===== config.mk =====
export PLATFORM = sky130hd
export DESIGN_NAME = dmem_arbiter
export DESIGN_NICKNAME = d
export VERILOG_FILES = /design/src/rtl/dmem_arbiter.sv
export SDC_FILE = /design/constraint.sdc
export NUM_CORES = 1
export LEC_CHECK = 0
export CORE_MARGIN = 2
export CORE_UTILIZATION = 44
export CTS_CLUSTER_DIAMETER = 200
export CTS_CLUSTER_SIZE = 28
export DETAILED_ROUTE_END_ITERATION = 10
export HOLD_SLACK_MARGIN = 0.05
export PLACE_DENSITY = 0.91
export REMOVE_ABC_BUFFERS = 1
export SYNTH_ARGS = -nofsm -noshare
export SYNTH_HDL_FRONTEND = slang
export SYNTH_SLANG_ARGS = --single-unit

===== constraint.sdc =====
create_clock -name CLK -period 3.8 [get_ports CLK]
set_input_delay 0.57 -clock CLK [delete_from_list [all_inputs] [get_ports CLK]]
set_output_delay 0.57 -clock CLK [all_outputs]
set_load 0.005 [all_outputs]

===== src/rtl/dmem_arbiter.sv =====
`default_nettype none
// ============================================================================
//  Module   : dmem_arbiter
//  Shares the single-port synchronous DMEM between the core and a debug/loader
//  port. Optional starvation guard when ARB_STARVE_EN is defined.
//  Revision : 1.0 - initial release
// ============================================================================
module dmem_arbiter #(
    parameter int DATA_W   = 32,
    parameter int ADDR_W   = 10,
    parameter int MAX_WAIT = 4
) (
    input  logic              CLK,
    input  logic              RESET,
    input  logic              cpu_req,
    input  logic              cpu_we,
    input  logic [ADDR_W-1:0] cpu_addr,
    input  logic [DATA_W-1:0] cpu_wdata,
    output logic [DATA_W-1:0] cpu_rdata,
    output logic              cpu_ack,
    output logic              cpu_stall,
    input  logic              dbg_req,
    input  logic              dbg_we,
    input  logic [ADDR_W-1:0] dbg_addr,
    input  logic [DATA_W-1:0] dbg_wdata,
    output logic [DATA_W-1:0] dbg_rdata,
    output logic              dbg_ack,
    output logic [ADDR_W-1:0] mem_addr,
    output logic [DATA_W-1:0] mem_wdata,
    output logic              mem_wren,
    output logic              mem_rden,
    input  logic [DATA_W-1:0] mem_rdata
);

    localparam logic [2:0] c_IDLE      = 3'd0;
    localparam logic [2:0] c_ISSUE_CPU = 3'd1;
    localparam logic [2:0] c_ISSUE_DBG = 3'd2;
    localparam logic [2:0] c_RESP_CPU  = 3'd3;
    localparam logic [2:0] c_RESP_DBG  = 3'd4;

    logic [2:0]        r_state;
    logic [2:0]        w_state_nxt;
    logic              w_grant_cpu;
    logic              w_grant_dbg;
    logic              w_dbg_priority;
    logic              r_we;
    logic [ADDR_W-1:0] r_mem_addr;
    logic [DATA_W-1:0] r_mem_wdata;
    logic              r_mem_wren;
    logic              r_mem_rden;
    logic [DATA_W-1:0] r_cpu_hold;
    logic [DATA_W-1:0] r_dbg_hold;

`ifdef ARB_STARVE_EN
    localparam int c_CNT_W = (MAX_WAIT < 1) ? 1 : $clog2(MAX_WAIT + 1);
    localparam logic [c_CNT_W-1:0] c_MAX_CNT = c_CNT_W'(MAX_WAIT);

    logic [c_CNT_W-1:0] r_wait_cnt;

    assign w_dbg_priority = (r_wait_cnt == c_MAX_CNT);

    // Counts consecutive IDLE decisions where debug lost to the core.
    always_ff @(posedge CLK or posedge RESET) begin
        if (RESET) begin
            r_wait_cnt <= '0;
        end else if (r_state == c_IDLE) begin
            if (!dbg_req || w_grant_dbg) begin
                r_wait_cnt <= '0;
            end else if (w_grant_cpu && (r_wait_cnt != c_MAX_CNT)) begin
                r_wait_cnt <= r_wait_cnt + 1'b1;
            end
        end
    end
`else
    logic w_unused_cfg;

    assign w_dbg_priority = 1'b0;
    assign w_unused_cfg   = (MAX_WAIT != 0);
`endif

    assign w_grant_cpu = cpu_req & ~(dbg_req & w_dbg_priority);
    assign w_grant_dbg = dbg_req & ~w_grant_cpu;

    always_ff @(posedge CLK or posedge RESET) begin
        if (RESET) begin
            r_state <= c_IDLE;
        end else begin
            r_state <= w_state_nxt;
        end
    end

    always_comb begin
        w_state_nxt = r_state;
        cpu_ack     = 1'b0;
        dbg_ack     = 1'b0;
        cpu_rdata   = r_cpu_hold;
        dbg_rdata   = r_dbg_hold;
        case (r_state)
            c_IDLE: begin
                if (w_grant_cpu) begin
                    w_state_nxt = c_ISSUE_CPU;
                end else if (w_grant_dbg) begin
                    w_state_nxt = c_ISSUE_DBG;
                end
            end
            c_ISSUE_CPU: w_state_nxt = c_RESP_CPU;
            c_ISSUE_DBG: w_state_nxt = c_RESP_DBG;
            c_RESP_CPU: begin
                w_state_nxt = c_IDLE;
                cpu_ack     = 1'b1;
                if (!r_we) begin
                    cpu_rdata = mem_rdata;
                end
            end
            c_RESP_DBG: begin
                w_state_nxt = c_IDLE;
                dbg_ack     = 1'b1;
                if (!r_we) begin
                    dbg_rdata = mem_rdata;
                end
            end
            default: w_state_nxt = c_IDLE;
        endcase
    end

    // Strobes are loaded on the IDLE->ISSUE edge, so they are high only in ISSUE.
    always_ff @(posedge CLK or posedge RESET) begin
        if (RESET) begin
            r_we        <= 1'b0;
            r_mem_addr  <= '0;
            r_mem_wdata <= '0;
            r_mem_wren  <= 1'b0;
            r_mem_rden  <= 1'b0;
            r_cpu_hold  <= '0;
            r_dbg_hold  <= '0;
        end else begin
            r_mem_wren <= 1'b0;
            r_mem_rden <= 1'b0;
            if (r_state == c_IDLE && w_grant_cpu) begin
                r_we        <= cpu_we;
                r_mem_addr  <= cpu_addr;
                r_mem_wdata <= cpu_wdata;
                r_mem_wren  <= cpu_we;
                r_mem_rden  <= ~cpu_we;
            end else if (r_state == c_IDLE && w_grant_dbg) begin
                r_we        <= dbg_we;
                r_mem_addr  <= dbg_addr;
                r_mem_wdata <= dbg_wdata;
                r_mem_wren  <= dbg_we;
                r_mem_rden  <= ~dbg_we;
            end
            if (r_state == c_RESP_CPU && !r_we) begin
                r_cpu_hold <= mem_rdata;
            end
            if (r_state == c_RESP_DBG && !r_we) begin
                r_dbg_hold <= mem_rdata;
            end
        end
    end

    assign cpu_stall = cpu_req & ~cpu_ack;
    assign mem_addr  = r_mem_addr;
    assign mem_wdata = r_mem_wdata;
    assign mem_wren  = r_mem_wren;
    assign mem_rden  = r_mem_rden;

endmodule
`default_nettype wire


* Word-level counts from Yosys, hierarchy flattened
Cells that the tools add are included.
** Word-level totals
- Bits in registers :: 112
- Input port bits :: 122
- Output and inout bits :: 111
- Logic and storage cells :: 45
** Operators by class
- Equal/unequal tests :: 5
- Mux-type cells :: 19
- Bitwise logic cells :: 6
- Reduce and logical (&&, ||, !) cells :: 7
** Operator list (number)
- 32-bit 2-to-1 mux :: 6
- 10-bit 2-to-1 mux :: 2
- 3-bit one-hot mux with 3 select lines :: 1
- 1-bit 2-to-1 mux :: 8
- 3-bit by 2-bit equality test with 1-bit output (second input constant) :: 2
- 3-bit 2-to-1 mux :: 2
- 1-bit logical AND :: 4
- 1-bit NOT :: 4
- 3-bit by 1-bit equality test with 1-bit output (second input constant) :: 1
- 3-bit equality test (second input constant) :: 1
- 3-bit logical NOT :: 1
- 3-bit inequality test (second input constant) :: 1
- 1-bit AND :: 2
- 2-bit nonzero test :: 1
- 1-bit logical NOT :: 1

* Depth between registers and ports, before layout
Gate-level depths: netlist (run 1).
- Word-level depth :: 5
- Gate-level depth with buffers :: 6
- Depth with buffers taken out :: 3

* Worst setup path after synthesis (run 1)
No wires, ideal clock.
- Path type :: reg-to-output
- Start :: register r_state[0]
- End :: output port dbg_rdata[0]
- Data arrival time :: 1475 ps
- Data required time :: 3230 ps
- Path slack :: 1755 ps
- Cell stages (with the launch flop) :: 7
- Path buffers :: 3
- Cell sequence :: dfrtp_1 -> buf_6 -> nor3b_4 -> nor2b_4 -> buf_12 -> buf_12 -> mux2_4
** Between the ends
- Word-level cells in the longest chain between the ends :: 2
** Ends and longest elaborated chain
- from (decl) :: RTL line 41 : logic [2:0] r_state;
- from (signal assigned) :: RTL line 86 : r_state <= c_IDLE;
- from (signal assigned) :: RTL line 88 : r_state <= w_state_nxt;
- 3-bit equality test :: RTL line 98 : case (r_state)
- 32-bit 2-to-1 mux :: RTL line 98
- to (decl) :: RTL line 26 : output logic [DATA_W-1:0] dbg_rdata,
No other way between the ends.

* Worst setup path after layout (run 1)
- Start :: register r_state[1]
- End :: output port cpu_rdata[11]
** Between the ends
- Word-level cells in the longest chain between the ends :: 2
** Ends and longest elaborated chain
- 3-bit by 2-bit equality test with 1-bit output :: RTL line 98
- 32-bit 2-to-1 mux :: RTL line 98
- to (decl) :: RTL line 19 : output logic [DATA_W-1:0] cpu_rdata,
No other way between the ends.

==> run summary, run 1 <==
========================================================================================
Outcome                                                                     finished, final reports clean
Maximum clock insertion buffer count                                                   2
Final setup vio count                                                                  0
Areal power density over the cells                                          802.2 nW/um^2
Total vias in the final route                                                       4456
Number of violations of the max-capacitance limit                                      0
Final max-slew violation count                                                         0
Switch share                                                                      30.48%
Peak Freq                                                                      310.7 MHz
Worst path required time                                                         3.23 ns
Sequential cell area fraction in the yosys report                                 47.87%
DRC violations left                                                                    0
Die width                                                                       119.4 um
Fraction of final layout cells with drive strength greater than 1                 24.23%
Vias in the first global route                                                      4551
Period minus WS final                                                           3.219 ns
Finished layout cell area                                                      8517 um^2
Quantity of I/O buffers inserted on ports                                            232
Placed cell count                                                                    812
Share of flip-flops with an asynchronous set or reset after synthesis             100.0%
Synth cell types                                                                      32
Floorplan die height                                                            119.4 um
Setup WS post-layout                                                           0.5811 ns
I/O pin cnt                                                                          233
Number of placement rows                                                              42
Synth area leader                                                                dfrtp_1
TritonCTS clock tree                                                                done
Hold-fix buffer count after cts                                                        0
GR Layer Usage met1                                                               26.42%
Half-perimeter wire length after placement                                      10540 um
Core area                                                                     13140 um^2
GRT Resource Usage Total                                                          21.00%
Latest clock arrival within the worst-skew pair                                  0.35 ns
Arrival @ worst endpoint                                                         2.65 ns
Global Route met2 Usage                                                           34.55%
Initial antenna violation count                                                        0
Wire length of the first global-routing pass                                    23810 um
Number of cells upsized or downsized after cts                                         0
Total Power                                                                     6.833 mW
Nets                                                                                 769
Post-synthesis to final-layout area growth                                        45.48%
Transition time of the tightest slew-check pin                                 0.6372 ns
Netlist Area Pre-Place                                                         5854 um^2
GRT Residual Overflow                                                                  0
Routability congestion estimate                                                   0.8018
H-tree depth reported by CTS                                                           3
Warnings from Yosys                                                                    0
Detailed-route wire length                                                      15110 um
Clock root buffer                                                              clkbuf_16
Fraction of power consumed by combinational cells                                  52.3%
Clock power frac                                                                   15.0%
Dpl cell area                                                                  8197 um^2
Busiest layer in global routing                                                     met2
List of most frequent post-synthesis cells                                  dfrtp_1, mux2_2, mux2_4, nand2_1
FF+latch area                                                                  2803 um^2
Maximum number of pins on one net before global-route repair                          65
Critical Path Sink Type                                                       output pin
Number of buffers created by CTS                                                       9
Per-instance average area after synthesis                                     13.58 um^2
Area used by multi-input combinational logic                                   2726 um^2
Min-delay worst type                                                        flip-flop to flip-flop
Avg WL per Cell                                                                 18.25 um
Peak supply drop                                                             0.0004091 V
Part of the power in registers                                                     32.7%
Number of register bits inferred by synthesis                                        112
Worst-case headroom to the max-slew limit                                         57.39%
Most used standard cell by instance count after synthesis                        dfrtp_1
Number of hold violations in the final report                                          0
Ranking of synthesized cells by area                                        dfrtp_1, mux2_4, mux2_2, a32oi_1, a22oi_1
Met3 capacity usage during global routing                                         5.603%
Count of antenna diodes in the layout                                                  0
Setup repair after global routing missed its margin                                false
Largest fanout on the critical path                                                   50
Number of search-and-repair iterations in the first detailed-routing pass              4
Clock net sink count                                                                 112
Buffers inserted by post-CTS timing repair                                             0
Via-per-instance ratio                                                             5.382
Share of Yosys cell area claimed by the top area cell type                        47.87%
Post-route insts no fill                                                             828
Setup TNS                                                                           0 ns
Number of DRC violations after detailed-routing iteration 0                          206
Net load switching power                                                        2.083 mW
Post-route clock skew                                                        0.006269 ns
Die Outline Area                                                              14240 um^2
Final period util                                                                 84.71%
EDFF count, synth                                                                      0
Setup Crit Path Kind                                                        flip-flop to output pin
Design internal power                                                           4.750 mW
Layout filler cell count                                                             965
Initial standard-cell utilization of the core                                     44.56%
Lkg Pwr                                                                         3.516 nW
Worst setup SP type                                                            flip-flop
Cell count after synthesis                                                           431
Leading register cell type out of synthesis                                      dfrtp_1
Dpl ws                                                                         0.9660 ns
Clock slew seen by the registers of the worst setup and hold paths               0.07 ns
Remaining antenna violation count after routing                                        0
========================================================================================
[routing by layer]
layer / part of all wire, % / routed length, um / vias to the layer above
li1: - / - / 2046
met2: 48 / 7280 / 183
met1: 42 / 6325 / 2210
met5: 0 / 0 / -
met3: 8.1 / 1226 / 17
met4: 1.9 / 281 / 0
[layout by cell type, fill, tap and decap left out, types with 2 or more instances in the layout]
cell type / instances
and2_1: 11
a31oi_1: 11
clkdlybuf4s50_1: 232
mux2_2: 64
clkinvlp_4: 3
buf_12: 2
nor2_1: 4
dfrtp_1: 112
nor4b_4: 2
buf_4: 9
nand2_1: 32
a32oi_1: 31
a22oi_1: 31
bufinv_16: 2
inv_1: 2
nor3_1: 3
mux2_4: 60
mux2_1: 4
o2bb2ai_1: 11
clkbuf_16: 9
[cell families (layout without fill, tap and decap cells)]
group | count (synthesis) | count (layout) | share of synthesized area [%]
mux | 128 | 128 | 28.47
compound gates | 88 | 88 | 11.88
buf+inv | 42 | 263 | 5.898
simple gates | 61 | 61 | 5.878
flops | 112 | 112 | 47.87
[worst max-delay path, stage by stage (launching register included)]
cell and delay (ns):
dfrtp_1 0.64, nand3b_4 0.14, nor2_4 0.11, buf_4 0.49, mux2_2 0.40, clkdlybuf4s50_1 0.47
[registers in the layout, indices dropped and copies added (netlist names)]
signal,count
mem_rden,1
r_dbg_hold,32
r_state,3
mem_addr,10
r_we,1
mem_wdata,32
mem_wren,1
r_cpu_hold,32
[worst paths after layout]
kind / end / slack [ns] / start / cells past startpoint
worst max-delay path: cpu_rdata[11] / 0.58 / r_state[1] / 5
worst min-delay path: r_cpu_hold[16] / 0.49 / r_cpu_hold[16] / 1
worst max register to register: r_dbg_hold[16] / 1.83 / r_state[2] / 4
worst min register to register: r_cpu_hold[16] / 0.49 / r_cpu_hold[16] / 1
max in group asynchronous: r_dbg_hold[20] / 2.37 / RESET / 3
min in group asynchronous: mem_addr[4] / 0.65 / RESET / 2
[power groups by stage]
stage          Clock, mW  Combinational [mW]  Sequential, mW
6_report            1.02                3.57            2.24
4_1_cts             1.05                3.62            2.23
3_3_place_gp           0                3.49            2.20
3_5_place_dp           0                3.59            2.24
5_1_grt             1.09                3.84            2.31
2_1_floorplan          0                1.80            2.15
[final cells by class]
cell class | count | area share, %
sequential | 112 | 32.91
multi-input combinational | 277 | 32.01
timing repair buffer | 243 | 28.53
clock buffer | 10 | 2.688
tap | 176 | 2.586
clock inverter | 6 | 1.072
inverter | 4 | 0.2057
[metrics by stage]
step	utilization, %	hold slack [ns]
3_3_place_gp	62.39	0.4715
5_1_grt	64.83	0.5074
2_1_floorplan	-	0.4541
3_5_place_dp	62.39	0.4780
6_report	64.83	0.4931
4_1_cts	64.83	0.4943
No activity file was read; power rests on OpenSTA's default activity.
==> run 2, diff against run 1 <==
==> constraint.sdc (replaced) <==
create_clock -name CLK -period 3.1 [get_ports CLK]
set_input_delay 0.465 -clock CLK [delete_from_list [all_inputs] [get_ports CLK]]
set_output_delay 0.465 -clock CLK [all_outputs]
set_load 0.005 [all_outputs]
==> run 2 against run 1 <==
Compared with the run above: clock-buffer cell count did not move; register-to-register slack worse by 0.78 ns; sequential power grew 24%; clock power about the same; wire length up 3.3%; final cell count grew 1.1%; total power increased by 21%; final area is 0.56% higher; utilization rose by 0.36 points; setup slack worse by 0.46 ns; critical path type unchanged; critical endpoint is now dbg_rdata[9]; largest cell class unchanged; largest power group unchanged; highest routed layer unchanged.
==> run summary, run 2 (synthesis gave the netlist of run 1 again) <==
========================================================================================
Avg WL per Cell                                                                 18.65 um   +2.2%
Remaining antenna violation count after routing                                        0   unchanged
Buffers inserted by post-CTS timing repair                                             0   unchanged
Peak supply drop                                                             0.0005244 V   +28%
Share of the core filled with cells in the final layout                           65.19%   +0.36 points
Detailed-route wire length                                                      15610 um   +3.3%
Number of gates on the worst path with buffers counted                                 6   +1
Total vias in the final route                                                       4552   +2.2%
Via-per-instance ratio                                                             5.438   +1.1%
Layout filler cell count                                                             950   -1.6%
Cell occurring most often along the worst timing path                             buf_12
Cell at the slowest stage of the critical path                                   dfrtp_2
GRT Residual Overflow                                                                  0   unchanged
Arrival @ worst endpoint                                                         2.51 ns   -0.14 ns
Half-perimeter wire length after placement                                      11200 um   +6.3%
H-tree depth reported by CTS                                                           3   unchanged
Count of antenna diodes in the layout                                                  0   unchanged
Quantity of I/O buffers inserted on ports                                            232   unchanged
Number of hold violations in the final report                                          0   unchanged
Setup repair after global routing missed its margin                                false
Number of DRC violations after detailed-routing iteration 0                          251   +22%
Routability congestion estimate                                                   0.8050   +0.40%
GRT Resource Usage Total                                                          21.79%   +0.79 points
Worst setup SP type                                                            flip-flop
Fraction of final layout cells with drive strength greater than 1                 25.72%   +1.5 points
Latest clock arrival within the worst-skew pair                                  0.35 ns   about the same
Top library cells by usage in the layout, fill and taps aside               clkdlybuf4s50_1, dfrtp_1, mux2_2, mux2_4, nand2_1
Initial antenna violation count                                                        0   unchanged
Transition time of the tightest slew-check pin                                  1.250 ns   +0.6132 ns
Dpl ws                                                                         0.4092 ns   -0.5568 ns
Post-route clock skew                                                        0.008364 ns   +0.002095 ns
Number of violations of the max-capacitance limit                                      0   unchanged
Cell Chain, Critical Path                                                   nor3b_4 > nor2b_4 > buf_12 > buf_12 > mux2_4 > clkdlybuf4s50_1
Maximum clock insertion buffer count                                                   2   unchanged
Register-to-register setup slack                                                 1.05 ns   -0.78 ns
I/O pin cnt                                                                          233   unchanged
Lkg Pwr                                                                         3.540 nW   +0.70%
Critical path's top delay family                                            buffers and inverters
Combined buffer and inverter count along the critical path                             3   +1
Critical path endpoint                                                      dbg_rdata[9]
Die width                                                                       119.4 um   unchanged
Critical Path Sink Type                                                       output pin
Post-synthesis to final-layout area growth                                        46.29%
DRC violations left                                                                    0   unchanged
Final max-slew violation count                                                         0   unchanged
Worst path required time                                                         2.63 ns   -0.60 ns
Total Power                                                                     8.281 mW   +21%
Largest fanout on the critical path                                                   26   -48%
Worst Reg-to-Reg Cells                                                                 3   -1
Hold-fix buffer count after cts                                                        0   unchanged
Core area                                                                     13140 um^2   unchanged
Clock slew seen by the registers of the worst setup and hold paths               0.07 ns   about the same
Clock root buffer                                                              clkbuf_16
Number of buffers created by CTS                                                       9   unchanged
Setup Crit Path Kind                                                        flip-flop to output pin
FF-to-FF End                                                                 mem_addr[4]
Final period util                                                                 95.98%
Setup TNS                                                                           0 ns   unchanged
Initial standard-cell utilization of the core                                     44.56%   unchanged
Startpoint of the most critical setup path                                    r_state[0]
Floorplan die height                                                            119.4 um   unchanged
Setup WS post-layout                                                           0.1247 ns   -0.4564 ns
Slowest cell delay on critical path                                              0.51 ns   -0.13 ns
Clock net sink count                                                                 112   unchanged
TritonCTS clock tree                                                                done
Die Outline Area                                                              14240 um^2   unchanged
Peak Freq                                                                      336.1 MHz
Worst-case headroom to the max-slew limit                                         16.64%   -41 points
Areal power density over the cells                                          966.9 nW/um^2   +21%
Outcome                                                                     finished, final reports clean
Min-delay worst type                                                        flip-flop to flip-flop
Number of search-and-repair iterations in the first detailed-routing pass              4   unchanged
Wire length of the first global-routing pass                                    24680 um   +3.7%
Final setup vio count                                                                  0   unchanged
Maximum number of pins on one net before global-route repair                          45   -31%
Most common cell after layout, fill and taps aside                          clkdlybuf4s50_1
Vias in the first global route                                                      4741   +4.2%
Number of placement rows                                                              42   unchanged
Nets                                                                                 779   +1.3%
Worst r2r src                                                                 r_state[0]
Period minus WS final                                                           2.975 ns
========================================================================================
[run 2: cell count changes in the layout (fill, tap and decap cells not counted), sizes merged]
cell | before | now
buf | 11 | 21
bufinv | 2 | 0
clkinv | 1 | 2
clkinvlp | 3 | 4
inv | 4 | 3
[run 2: metrics by stage]
stage / cells / hold WS (ns) / instance area [um^2]
after floorplan: 393 / 0.4541 / 5524
after global placement: 822 / 0.4666 / 8297
after detailed placement: 822 / 0.4720 / 8297
after CTS: 837 / 0.4960 / 8561
after global routing: 837 / 0.5037 / 8564
final: 837 / 0.4914 / 8564
[run 2: repair_timing]
action	CTS	global route
resized for setup	0	3
hold endpoints to repair	0	0
endpoints found under the setup margin	0	39
[run 2: how the worst min path moves through the flow]
stage                         startpoint             end  slack, ns  cells after the start
after floorplan           r_cpu_hold[15]  r_cpu_hold[15]       0.45                      1
after global placement    r_cpu_hold[15]  r_cpu_hold[15]       0.47                      1
after detailed placement  r_cpu_hold[23]  r_cpu_hold[23]       0.47                      1
after CTS                 r_cpu_hold[23]  r_cpu_hold[23]       0.50                      1
after global routing      r_cpu_hold[23]  r_cpu_hold[23]       0.50                      1
final                     r_cpu_hold[15]  r_cpu_hold[15]       0.49                      1
[run 2: worst register-to-register path: stages (launching register included)]
cell and delay, ns:
dfrtp_2 0.51, or3_1 0.90, a22oi_1 0.43, nand2_1 0.10
[run 2: power breakdown]
part	internal, mW	leakage (nW)	switching, mW
sequential	2.21	1.35	0.556
combinational	2.96	2.07	1.51
clock	0.540	0.117	0.512
[run 2: layout make-up]
cell class | count | area, um^2 | area share (%)
clock buffer | 10 | 229.0 | 2.673
timing repair buffer | 253 | 2530 | 29.54
multi-input combinational | 277 | 2726 | 31.83
tap | 176 | 220.2 | 2.571
sequential | 112 | 2806 | 32.77
inverter | 4 | 17.52 | 0.2045
clock inverter | 5 | 35.03 | 0.4091
[run 2: layer usage]
layer  wire length, um  vias to the layer above  part of all wire [%]  global-route usage, %
li1                  -                     2069                     -                      -
met1              6346                     2254                    41                  26.82
met2              7597                      206                    49                  37.10
met3              1363                       23                   8.7                  5.795
met4               303                        0                   1.9                  7.426
met5                 0                        -                     0                      0
==> run 3, diff against run 2 <==
--- a/config.mk
+++ b/config.mk
@@ -5,13 +5,15 @@
 export SDC_FILE = /design/constraint.sdc
 export NUM_CORES = 1
 export LEC_CHECK = 0
+export CELL_PAD_IN_SITES_DETAIL_PLACEMENT = 0
+export CELL_PAD_IN_SITES_GLOBAL_PLACEMENT = 1
 export CORE_MARGIN = 2
-export CORE_UTILIZATION = 44
+export CORE_UTILIZATION = 31
 export CTS_CLUSTER_DIAMETER = 200
 export CTS_CLUSTER_SIZE = 28
 export DETAILED_ROUTE_END_ITERATION = 10
 export HOLD_SLACK_MARGIN = 0.05
-export PLACE_DENSITY = 0.91
+export PLACE_DENSITY = 0.87
 export REMOVE_ABC_BUFFERS = 1
 export SYNTH_ARGS = -nofsm -noshare
 export SYNTH_HDL_FRONTEND = slang
==> constraint.sdc (replaced) <==
create_clock -name CLK -period 2.7 [get_ports CLK]
set_input_delay 0.405 -clock CLK [delete_from_list [all_inputs] [get_ports CLK]]
set_output_delay 0.405 -clock CLK [all_outputs]
set_load 0.005 [all_outputs]
==> run 3 against run 2 <==
Compared with the run above: utilization down 17 points; sequential share of layout area down 1.5 points; hold slack worse by 0.0016 ns; combinational power up 18%; final area up 4.8%; die area up 40%; sequential cell count unchanged; total power up 16%; wire length up 11%; critical path depth up 1; clock skew up 0.0041 ns; critical endpoint is now cpu_rdata[2]; largest cell class is now non-clock buffers; largest power group unchanged.
==> run summary, run 3 (synthesis gave the netlist of run 1 again) <==
========================================================================================
Peak supply drop                                                             0.0004496 V   -14%
Worst setup SP type                                                            flip-flop
Count of cells along the worst hold path                                               1   unchanged
Number of hold violations in the final report                                          0   unchanged
Detailed-route wire length                                                      17280 um   +11%
Floorplan die height                                                            141.4 um   +18%
Most common cell after layout, fill and taps aside                          clkdlybuf4s50_1
DRC violations left                                                                    0   unchanged
Initial antenna violation count                                                        0   unchanged
Layout filler cell count                                                            1648   +73%
Count of antenna diodes in the layout                                                  0   unchanged
Largest fanout on the critical path                                                   10   -62%
Hold Path End                                                               r_cpu_hold[15]
Critical Path Sink Type                                                       output pin
H-tree depth reported by CTS                                                           3   unchanged
Number of placement rows                                                              50   +19%
GRT Residual Overflow                                                                  0   unchanged
Total Power                                                                     9.631 mW   +16%
Hold-fix buffer count after cts                                                        0   unchanged
Maximum clock insertion buffer count                                                   2   unchanged
Areal power density over the cells                                          1073 nW/um^2   +11%
Wire length of the first global-routing pass                                    25030 um   +1.4%
Outcome                                                                     finished, final reports clean
Clock root buffer                                                              clkbuf_16
FF-to-FF End                                                                        r_we
Clock net sink count                                                                 112   unchanged
Number of violations of the max-capacitance limit                                      0   unchanged
Remaining antenna violation count after routing                                        0   unchanged
Nets                                                                                 803   +3.1%
GRT Resource Usage Total                                                          15.71%   -6.1 points
Transition time of the tightest slew-check pin                                 0.8309 ns   -0.4195 ns
Post-route insts no fill                                                             919   +9.8%
Half-perimeter wire length after placement                                      11500 um   +2.6%
Top library cells by usage in the layout, fill and taps aside               clkdlybuf4s50_1, dfrtp_1, mux2_2, mux2_4, buf_4
I/O pin cnt                                                                          233   unchanged
Number of DRC violations after detailed-routing iteration 0                          192   -24%
Beginning of the worst hold path                                            r_cpu_hold[15]
Worst path required time                                                         2.30 ns   -0.33 ns
Number of search-and-repair iterations in the first detailed-routing pass              5   +1
TritonCTS clock tree                                                                done
Final max-slew violation count                                                         0   unchanged
Fraction of final layout cells with drive strength greater than 1                 28.18%   +2.5 points
Routability congestion estimate                                                   0.7795   -3.2%
Setup WS post-layout                                                          0.05665 ns   -0.06804 ns
Worst Reg-to-Reg Cells                                                                 6   +3
Final setup vio count                                                                  0   unchanged
Initial standard-cell utilization of the core                                     31.40%   -13 points
Worst-case headroom to the max-slew limit                                         44.02%   +27 points
Cell at the slowest stage of the critical path                              clkdlybuf4s50_1
Arrival @ worst endpoint                                                         2.24 ns   -0.27 ns
Avg WL per Cell                                                                 18.81 um   +0.84%
Worst r2r src                                                                 r_state[0]
Period minus WS final                                                           2.643 ns
Register-to-register setup slack                                                 0.57 ns   -0.48 ns
Lkg Pwr                                                                         4.031 nW   +14%
Quantity of I/O buffers inserted on ports                                            232   unchanged
Cell Chain, Critical Path                                                   buf_6 > nand3b_4 > nor2_4 > buf_12 > clkbuf_16 > mux2_2 > clkdlybuf4s50_1
Final period util                                                                 97.90%
Core area                                                                     18640 um^2   +42%
Number of buffers created by CTS                                                       9   unchanged
Placed cell count                                                                    878   +6.8%
Min-delay worst type                                                        flip-flop to flip-flop
Die Outline Area                                                              20000 um^2   +40%
Post-synthesis to final-layout area growth                                        53.26%
Peak Freq                                                                      378.3 MHz
Setup Crit Path Kind                                                        flip-flop to output pin
Maximum number of pins on one net before global-route repair                         113   +150%
Slowest cell delay on critical path                                              0.45 ns   -0.06 ns
Dpl ws                                                                         0.3288 ns   -0.08040 ns
Post-route clock skew                                                         0.01242 ns   +0.004054 ns
Latest clock arrival within the worst-skew pair                                  0.35 ns   about the same
Vias in the first global route                                                      4710   -0.65%
Via-per-instance ratio                                                             5.098   -6.3%
Die width                                                                       141.4 um   +18%
Clock slew seen by the registers of the worst setup and hold paths               0.07 ns   about the same
Total vias in the final route                                                       4685   +2.9%
========================================================================================
[run 3: worst max path at each step]
stage | start | to | slack (ns) | cells after the start
2_1_floorplan | RESET | mem_addr[0] | -0.66 | 1
3_3_place_gp | r_state[0] | dbg_rdata[22] | 0.37 | 5
3_5_place_dp | cpu_req | mem_wdata[5] | 0.33 | 5
4_1_cts | r_state[0] | cpu_rdata[3] | -0.04 | 6
5_1_grt | r_state[0] | cpu_rdata[5] | -0.01 | 7
6_report | r_state[0] | cpu_rdata[2] | 0.06 | 7
[run 3: layout make-up]
cell class	instances	area, um^2	area share [%]
clock buffers	11	252.7	2.817
clock inverters	4	28.78	0.3207
inverters	4	17.52	0.1952
multi-input cells	277	2728	30.40
flip-flops and latches	112	2803	31.24
well taps	234	292.8	3.263
repair buffers	277	2850	31.77
[run 3: per-layer routing]
metal | GRT usage (%) | wire length (um) | up-vias
li1 | - | - | 2117
met1 | 20.34 | 7419 | 2339
met2 | 26.16 | 8283 | 216
met3 | 3.814 | 1363 | 13
met4 | 4.684 | 217 | 0
met5 | 0 | 0 | -
[run 3: what timing repair did]
| action | CTS | global route |
|---|---|---|
| setup endpoints to repair | 59 | 42 |
| gates resized for setup | 23 | 33 |
| pin swaps | 0 | 1 |
| buffers inserted | 0 | 22 |
| cloned | 0 | 4 |
[run 3: metrics by stage]
| stage | area, um^2 | utilization (%) | setup TNS [ns] | hold WS (ns) |
|---|---|---|---|---|
| 2_1_floorplan | 5524 | - | -88.25 | 0.4541 |
| 3_3_place_gp | 8342 | 44.75 | 0 | 0.4676 |
| 3_5_place_dp | 8342 | 44.75 | 0 | 0.4750 |
| 4_1_cts | 8600 | 46.13 | -0.6785 | 0.4918 |
| 5_1_grt | 8972 | 48.13 | -0.02131 | 0.5072 |
| 6_report | 8972 | 48.13 | 0 | 0.4899 |
[run 3: where the power goes]
part | internal (mW) | leakage [nW] | switching (mW)
Sequential | 2.53 | 1.35 | 0.560
Combinational | 3.40 | 2.54 | 1.85
Clock | 0.674 | 0.134 | 0.613
[run 3: worst max-delay path: cells and delay by family, from the launching register on]
kind | cells | cell delay [ns]
AND/OR/NAND/NOR | 2 | 0.22
flip-flops | 1 | 0.42
multiplexers | 1 | 0.33
buffers and inverters | 4 | 0.92
==> RTL edit (flow settings as in run 1) <==
The option `ARB_STARVE_EN` is turned on by a define.
--- a/src/rtl/dmem_arbiter.sv
+++ b/src/rtl/dmem_arbiter.sv
@@ -5,6 +5,8 @@
 //  port. Optional starvation guard when ARB_STARVE_EN is defined.
 //  Revision : 1.0 - initial release
 // ============================================================================
+`define ARB_STARVE_EN
+
 module dmem_arbiter #(
     parameter int DATA_W   = 32,
     parameter int ADDR_W   = 10,
Formal check against the unedited RTL: same outputs for any inputs over 10 cycles, from zero or initial values and one cycle with RESET high; that may be too few to reach the edited logic, so the function may still have changed.
==> RTL edit against run 1 <==
Sequential cell count increased by 3; cell count increased by 3.5%; via count increased by 5.5%; setup slack got worse by 16 ps; largest cell class unchanged; hold slack got worse by 9.0 ps; wire length increased by 6.3%; synthesized area increased by 0.47%; register-to-register slack got worse by 230 ps; power decreased by 2.2%; count of clock-buffer cells in the layout increased by 14; final area increased by 3.1%; highest routed layer unchanged.
==> RTL edit: results (changes against run 1) <==
| Metric | Value |
|---|---|
| Status | finished, final reports clean |
| Ys Warns | 0 (unchanged) |
| Vias in the first global route | 4,852 (+6.6%) |
| CP delay by family, top | buffers and inverters |
| TritonCTS buffer count | 17 (+8) |
| Worst Hold Class | reg2reg |
| Wire length per cell | 18.7 um (+2.7%) |
| DP Wirelength | 10,900 um (+3.4%) |
| Pin count of the biggest net entering global routing | 65 (unchanged) |
| Top cells by count, synth | mux2_2 (122), dfrtp_1 (115), nand2b_1 (43) |
| Later-pin clock latency in the skew report | 410 ps (+60 ps) |
| Cell Area, Placed | 8280 um^2 (+0.98%) |
| Root Driver | clkbuf_16 |
| Router iterations before antenna repair | 4 (unchanged) |
| Final Hold Fails | 0 (unchanged) |
| Clock Path Buffers | 2 (unchanged) |
| Post-CTS Resized | 0 (unchanged) |
| Worst Skew | 7.83 ps (+1.56 ps) |
| Sw power | 1.94 mW (-6.9%) |
| Tot GR Track Use | 22.7% (+1.7 points) |
| Slowest CP cell | dfrtp_1 |
| Leak Pwr | 3.49 nW (-0.64%) |
| Max-slew violations | 0 (unchanged) |
| Clk pin slew, worst setup/hold paths | 50 ps (-20 ps) |
| Crit path max fanout | 42 (-16%) |
| Final setup viols | 0 (unchanged) |
| Initial DRC count | 259 (+26%) |
| Async S/R FF share, synth | 100% (unchanged) |
| Fill cell count | 934 (-3.2%) |
| Layout Nets | 793 (+3.1%) |
| Area contributors post-synth | dfrtp_1 (49%), mux2_2 (23%), o32ai_1 (6.3%) |
| Layout cells sized above 1 | 24.7% (+0.47 points) |
| Max transition margin | 23.2% (-34 points) |
| GP Congestion | 0.827 (+3.2%) |
| CTS HTree Levels | 4 (+1) |
| Sequential area share after synthesis | 48.9% (+1.1 points) |
| Crit path DAT | 2660 ps (about the same) |
| Initial antenna violation count | 1 (+1) |
| VDD IR-drop max | 471 uV (+15%) |
| Slowest Stage Delay on Critical Path | 450 ps (-190 ps) |
| Dpl ws | 978 ps (+12.2 ps) |
| Synth cell types | 36 (+13%) |
| DR vias | 4,700 (+5.5%) |
| Min Tclk post-route | 3230 ps (+15.7 ps) |
| First-pass GRT wire length | 25,600 um (+7.7%) |
[RTL edit: changes by cell type after synthesis, sizes merged, moves of 31 or more]
cell | before | now
nand2b | 0 | 43
a32oi | 31 | 0
nand2 | 32 | 1
a22oi | 31 | 0
a2bb2oi | 1 | 42
o32ai | 0 | 42
[RTL edit: stage by stage]
| step | std cells | setup TNS (ps) | hold WS [ps] |
|---|---|---|---|
| 6_report | 857 | 0 | 484 |
| 5_1_grt | 857 | 0 | 516 |
| 4_1_cts | 856 | 0 | 487 |
| 3_5_place_dp | 826 | 0 | 476 |
| 3_3_place_gp | 826 | 0 | 466 |
| 2_1_floorplan | 409 | -36070 | 454 |
[RTL edit: path summary, 6_finish.rpt]
check / startpoint / to / slack [ps] / depth (start not counted)
setup reg to reg: r_wait_cnt[0] / mem_wdata[14] / 1600 / 5
setup / recovery: r_state[0] / dbg_rdata[8] / 570 / 5
hold / removal: r_cpu_hold[22] / r_cpu_hold[22] / 480 / 1
max in group asynchronous: RESET / r_dbg_hold[11] / 2380 / 3
min in group asynchronous: RESET / mem_addr[9] / 600 / 2
hold reg to reg: r_cpu_hold[22] / r_cpu_hold[22] / 480 / 1
[RTL edit: layer usage]
metal	wire, um	track usage [%]
met5	0	0
met4	381	9.49
met3	1670	8.98
met2	7440	35.8
met1	6580	27.8
[RTL edit: kinds of logic (layout without fill, tap and decap cells)]
| group | count (synthesis) | after routing | share of synthesized area, % |
|---|---|---|---|
| other | 0 | 1 | 0 |
| AND/OR/NAND/NOR | 66 | 66 | 7.25 |
| AO/OA/AOI/OAI | 93 | 93 | 13.9 |
| multiplexers | 128 | 128 | 24.5 |
| adder cells (fa/ha/maj) | 2 | 2 | 0.425 |
| flip-flops | 115 | 115 | 48.9 |
| buffers and inverters | 47 | 276 | 4.98 |
[RTL edit: power groups by stage]
stage	Combinational [mW]	Clock, mW	Sequential, mW
6_report	3.13	1.38	2.18
5_1_grt	3.35	1.47	2.25
4_1_cts	3.16	1.40	2.18
3_5_place_dp	3.13	0	2.18
3_3_place_gp	3.06	0	2.15
2_1_floorplan	1.49	0	2.10
[RTL edit: layout make-up]
cell class                 instances  area [um^2]  share of cell area, %
sequential                       115         2880                   32.8
multi-input combinational        289         2740                   31.1
timing repair buffer             241         2420                   27.6
clock buffer                      24          472                   5.37
tap                              176          220                   2.51
clock inverter                     6         32.5                  0.370
inverter                           5         21.3                  0.242
antenna                            1         2.50                 0.0285
